File: config.mk
export PLATFORM = sky130hd
export DESIGN_NAME = jtframe_vtgen
export DESIGN_NICKNAME = d
export VERILOG_FILES = /design/src/rtl/jtframe_vtgen.sv
export SDC_FILE = /design/constraint.sdc
export NUM_CORES = 1
export LEC_CHECK = 0
export BUFFER_PORTS_ARGS = -buffer_cell sky130_fd_sc_hd__clkbuf_2
export CORE_MARGIN = 2
export CORE_UTILIZATION = 60
export CTS_BUF_LIST = sky130_fd_sc_hd__clkbuf_16
export CTS_CLUSTER_SIZE = 20
export DETAILED_ROUTE_END_ITERATION = 8
export GPL_ROUTABILITY_DRIVEN = 0
export PLACE_DENSITY_LB_ADDON = 0.08
export SLEW_MARGIN = 20
export SYNTH_ARGS = -nofsm -noshare
export SYNTH_HDL_FRONTEND = slang
export SYNTH_SLANG_ARGS = --single-unit
File: constraint.sdc
create_clock -name clk -period 6.86 [get_ports clk]
set_input_delay 0.686 -clock clk [delete_from_list [all_inputs] [get_ports clk]]
set_output_delay 0.686 -clock clk [all_outputs]
set_load 0.01 [all_outputs]
File: src/rtl/jtframe_vtgen.sv
// jtframe_vtgen: programmable raw video timing generator.
// Produces H/V pixel counters, active-low blanking, active-high syncs,
// line/frame start strobes and a frame parity bit. Every register only
// moves on clock edges qualified by pxl_cen, and every flag is computed
// from the counter values being loaded on that same edge, so the flags
// always line up with the H/V values they are registered alongside.
module jtframe_vtgen #(
  parameter int HCNTW    = 9,
  parameter int VCNTW    = 9,
  parameter int H_TOTAL  = 383,
  parameter int HB_START = 256,
  parameter int HB_END   = 0,
  parameter int HS_START = 304,
  parameter int HS_END   = 336,
  parameter int V_TOTAL  = 261,
  parameter int VB_START = 224,
  parameter int VB_END   = 0,
  parameter int VS_START = 240,
  parameter int VS_END   = 243
) (
  input  logic             clk,
  input  logic             rst_n,
  input  logic             pxl_cen,
  output logic [HCNTW-1:0] H,
  output logic [VCNTW-1:0] V,
  output logic             LHBL,
  output logic             LVBL,
  output logic             HS,
  output logic             VS,
  output logic             HINIT,
  output logic             VINIT,
  output logic             field
);

  // Timing points resized to the counter widths so every compare is width-exact.
  localparam logic [HCNTW-1:0] L_H_TOTAL  = HCNTW'(H_TOTAL);
  localparam logic [HCNTW-1:0] L_HB_START = HCNTW'(HB_START);
  localparam logic [HCNTW-1:0] L_HB_END   = HCNTW'(HB_END);
  localparam logic [HCNTW-1:0] L_HS_START = HCNTW'(HS_START);
  localparam logic [HCNTW-1:0] L_HS_END   = HCNTW'(HS_END);
  localparam logic [VCNTW-1:0] L_V_TOTAL  = VCNTW'(V_TOTAL);
  localparam logic [VCNTW-1:0] L_VB_START = VCNTW'(VB_START);
  localparam logic [VCNTW-1:0] L_VB_END   = VCNTW'(VB_END);
  localparam logic [VCNTW-1:0] L_VS_START = VCNTW'(VS_START);
  localparam logic [VCNTW-1:0] L_VS_END   = VCNTW'(VS_END);

  logic [HCNTW-1:0] r_hCnt;
  logic [VCNTW-1:0] r_vCnt;
  logic             r_lhbl;
  logic             r_lvbl;
  logic             r_hs;
  logic             r_vs;
  logic             r_hinit;
  logic             r_vinit;
  logic             r_field;

  logic             w_hWrap;
  logic [HCNTW-1:0] w_hNext;
  logic [VCNTW-1:0] w_vNext;
  logic             w_hZero;
  logic             w_frameStart;

  // Compute the counter values that the next pixel enable will load.
  always_comb begin
    w_hWrap      = (r_hCnt == L_H_TOTAL);
    w_hNext      = r_hCnt + HCNTW'(1);
    w_vNext      = r_vCnt;
    if (w_hWrap) begin
      w_hNext = '0;
      if (r_vCnt == L_V_TOTAL) begin
        w_vNext = '0;
      end else begin
        w_vNext = r_vCnt + VCNTW'(1);
      end
    end
    w_hZero      = (w_hNext == '0);
    w_frameStart = w_hZero && (w_vNext == '0);
  end

  // Pixel and line counters; V only moves when H wraps.
  always_ff @(posedge clk or negedge rst_n) begin
    if (!rst_n) begin
      r_hCnt <= '0;
      r_vCnt <= '0;
    end else if (pxl_cen) begin
      r_hCnt <= w_hNext;
      r_vCnt <= w_vNext;
    end
  end

  // Horizontal blank and sync; a clear on the same H as a set takes priority.
  always_ff @(posedge clk or negedge rst_n) begin
    if (!rst_n) begin
      r_lhbl <= 1'b0;
      r_hs   <= 1'b0;
    end else if (pxl_cen) begin
      if (w_hNext == L_HB_START) begin
        r_lhbl <= 1'b0;
      end else if (w_hNext == L_HB_END) begin
        r_lhbl <= 1'b1;
      end
      if (w_hNext == L_HS_END) begin
        r_hs <= 1'b0;
      end else if (w_hNext == L_HS_START) begin
        r_hs <= 1'b1;
      end
    end
  end

  // Vertical blank moves with the H blank start and vertical sync with the H sync start.
  always_ff @(posedge clk or negedge rst_n) begin
    if (!rst_n) begin
      r_lvbl <= 1'b0;
      r_vs   <= 1'b0;
    end else if (pxl_cen) begin
      if (w_hNext == L_HB_START) begin
        if (w_vNext == L_VB_START) begin
          r_lvbl <= 1'b0;
        end else if (w_vNext == L_VB_END) begin
          r_lvbl <= 1'b1;
        end
      end
      if (w_hNext == L_HS_START) begin
        if (w_vNext == L_VS_END) begin
          r_vs <= 1'b0;
        end else if (w_vNext == L_VS_START) begin
          r_vs <= 1'b1;
        end
      end
    end
  end

  // Line/frame start strobes and the frame parity bit.
  always_ff @(posedge clk or negedge rst_n) begin
    if (!rst_n) begin
      r_hinit <= 1'b0;
      r_vinit <= 1'b0;
      r_field <= 1'b0;
    end else if (pxl_cen) begin
      r_hinit <= w_hZero;
      r_vinit <= w_frameStart;
      if (w_frameStart) begin
        r_field <= ~r_field;
      end
    end
  end

  assign H     = r_hCnt;
  assign V     = r_vCnt;
  assign LHBL  = r_lhbl;
  assign LVBL  = r_lvbl;
  assign HS    = r_hs;
  assign VS    = r_vs;
  assign HINIT = r_hinit;
  assign VINIT = r_vinit;
  assign field = r_field;

endmodule

==> reports/metrics.csv <==
metric,value,unit
crit_path_top_delay_cell,dfrtp_1,
reg2reg_from,V[0]$_DFFE_PN0P_,
syn_to_final_growth,11.9,%
cp.arrival,2750,ps
dieHeight,56.4,um
synth_cell_type_count,50,
via_per_inst,6.30,
avgSynthCellArea,9.01,um2
synthesis.area,0.00165,mm2
pre_cts_ws,4300,ps
setup_tns,0,ps
wl_per_cell,16.6,um
place_hpwl,2.79,mm
die_area,0.00318,mm2
drive_above_1_share,22.3,%
syn-num-nets,189,
hp-class,in -> async,
ys_seq_elements,25,
antenna_found_initial,0,
cts_hold_buffers,0,
drc,0,
rsz0062_at_grt,false,
synth_edf_count,0,
total_power,0.474,mW
first_pass_iters,4,
initialDrtViolationCount,76,
maxSlewHeadroom,58.8,%
syn-instance-count,183,
ys_warn_count,0,
finalMaxSlewViolations,0,
start_util,61.4,%
drt.antenna.violating_nets,0,
cp_slowest_stage_delay,560,ps
fin_crit,2600,ps
drv_cap,0,
cts_buffers,3,
cp.required,7010,ps
postCtsSetupBuffers,0,
crit_path_end_kind,register,
fin_hold_ws,424,ps
ys.flop_type,dfrtp_1,
run_status,"finished, final reports clean",
io_buffers,27,
tightestPinTransition,618,ps
async_reset_ff_share,100,%
critPathLaunch,V[0]$_DFFE_PN0P_,
seq_area_frac_synth,37.9,%
cts_sinks,25,
crit_chain,ha_1 -> nor4b_1 -> and4_1 -> o21ai_0 -> o2bb2ai_1 -> nor3_1 -> nand4_1 -> xnor2_1,
io-pin-count,28,
grt_first_pass_wirelength,6.49,mm
finClkSkew,1.92,ps
path_class,reg -> reg,
pwr_density_cell,257,mW/mm2
max_freq,384,MHz
fp.dieW,56.4,um
setup_slack,4260,ps
grt_max_degree,26,
cts.path.max_buffers,2,
cp-start-kind,register,
crit_fanout,11,
vias,1493,
leakagePower,0.805,nW
setup_viol,0,
grt_pass1_vias,1358,
wirelength,3.95,mm
overflow,0,
grt.total_usage,25.7,%
post_cts_resized,0,
final_common_cell,clkbuf_2,
finalHoldViolCount,0,
layout_common_cells,"clkbuf_2 (27), dfrtp_1 (25), nand2_1 (20)",
insertion_delay,260,ps
cts_tree,done,
min_period_over_period,37.9,%
max-vdd-ir-drop,0.000258,V
core_region_area,0.00269,mm2
num_antenna_cells,0,
rows,19,
cts_root_buf,clkbuf_16,
final_nets,213,
cts_max_level,1,
cts.clk_slew.worst_paths,70,ps
==> layer usage <==
| metal | track usage [%] | wire length (um) | vias up |
|---|---|---|---|
| met1 | 33.4 | 1760 | 725 |
| met5 | 0 | 0 | - |
| met2 | 43.9 | 1970 | 45 |
| met4 | 9.52 | 61 | 0 |
| li1 | - | - | 714 |
| met3 | 3.00 | 158 | 9 |
==> where the power goes <==
group	leakage [nW]	switching [mW]	internal, mW	total (mW)
registers	0.327	0.0436	0.169	0.213
clock network	0.0371	0.0551	0.0793	0.134
logic	0.441	0.0677	0.0593	0.127
==> synthesized netlist by cell type, types with 2 or more instances <==
master | n | area share [%]
o31ai_1 | 3 | 1.4
mux2i_1 | 2 | 1.2
dfrtp_1 | 25 | 38
a211oi_1 | 2 | 0.91
o21ai_1 | 5 | 1.5
nand2_1 | 20 | 4.6
xor2_1 | 4 | 2.1
or3_1 | 3 | 1.1
nand4_1 | 4 | 1.5
nand4b_1 | 2 | 1.1
o21ai_0 | 14 | 4.2
nor4_4 | 2 | 2.6
nor2_1 | 12 | 2.7
inv_1 | 8 | 1.8
nand3_1 | 11 | 3.3
buf_4 | 2 | 0.91
ha_1 | 3 | 2.3
mux2_2 | 2 | 1.4
a21oi_1 | 10 | 3.0
xnor2_1 | 7 | 3.7
nor3_1 | 4 | 1.2
nand2b_1 | 3 | 1.1
buf_1 | 2 | 0.46
buf_6 | 3 | 2.0
a41oi_1 | 2 | 1.1
and3_1 | 4 | 1.5
==> cell type report <==
type	count	area (um2)
clock inverters	1	7.51
inverters	8	30.0
repair buffers	27	135
flip-flops and latches	25	626
fillers	218	841
well taps	31	38.8
multi-input cells	142	933
clock buffers	3	75.1
==> critical path, delay by kind of cell (launching register included) <==
kind,cells,cell delay [ps]
AOI/OAI and AO/OA,2,320
and+or+nand+nor,4,1230
adders and majority gates,1,200
xor gates and xnor gates,1,170
DFF,1,560
==> stage by stage <==
stage | utilization, % | std cells | area, um2
after floorplan | - | 183 | 1650
after detailed placement | 65.6 | 233 | 1760
after global placement | 65.6 | 233 | 1760
after CTS | 68.7 | 237 | 1850
final | 68.7 | 237 | 1850
after global routing | 68.7 | 237 | 1850
==> cell families after synthesis <==
logic type,after synthesis,synth area share (%)
buf+inv,16,5.46
simple gates,80,29.7
fa+ha+maj,3,2.28
mux,4,2.58
xor+xnor,11,5.84
flops,25,37.9
compound gates,44,16.2
==> path summary, 6_finish.rpt <==
check,end,slack [ps],depth (start not counted)
setup / recovery,field$_DFFE_PN0P_,4260,8
hold / removal,V[3]$_DFFE_PN0P_,420,1
setup reg to reg,field$_DFFE_PN0P_,4260,8
hold reg to reg,field$_DFFE_PN0P_,480,1
max in group asynchronous,LVBL$_DFFE_PN0P_,6040,1
min in group clk,field$_DFFE_PN0P_,480,1
==> state kept, by name, indices dropped and copies added (netlist names) <==
register / count
H: 9
V: 9
HINIT: 1
HS: 1
LHBL: 1
LVBL: 1
VINIT: 1
VS: 1
field: 1
(Power assumes the default switching activity.)
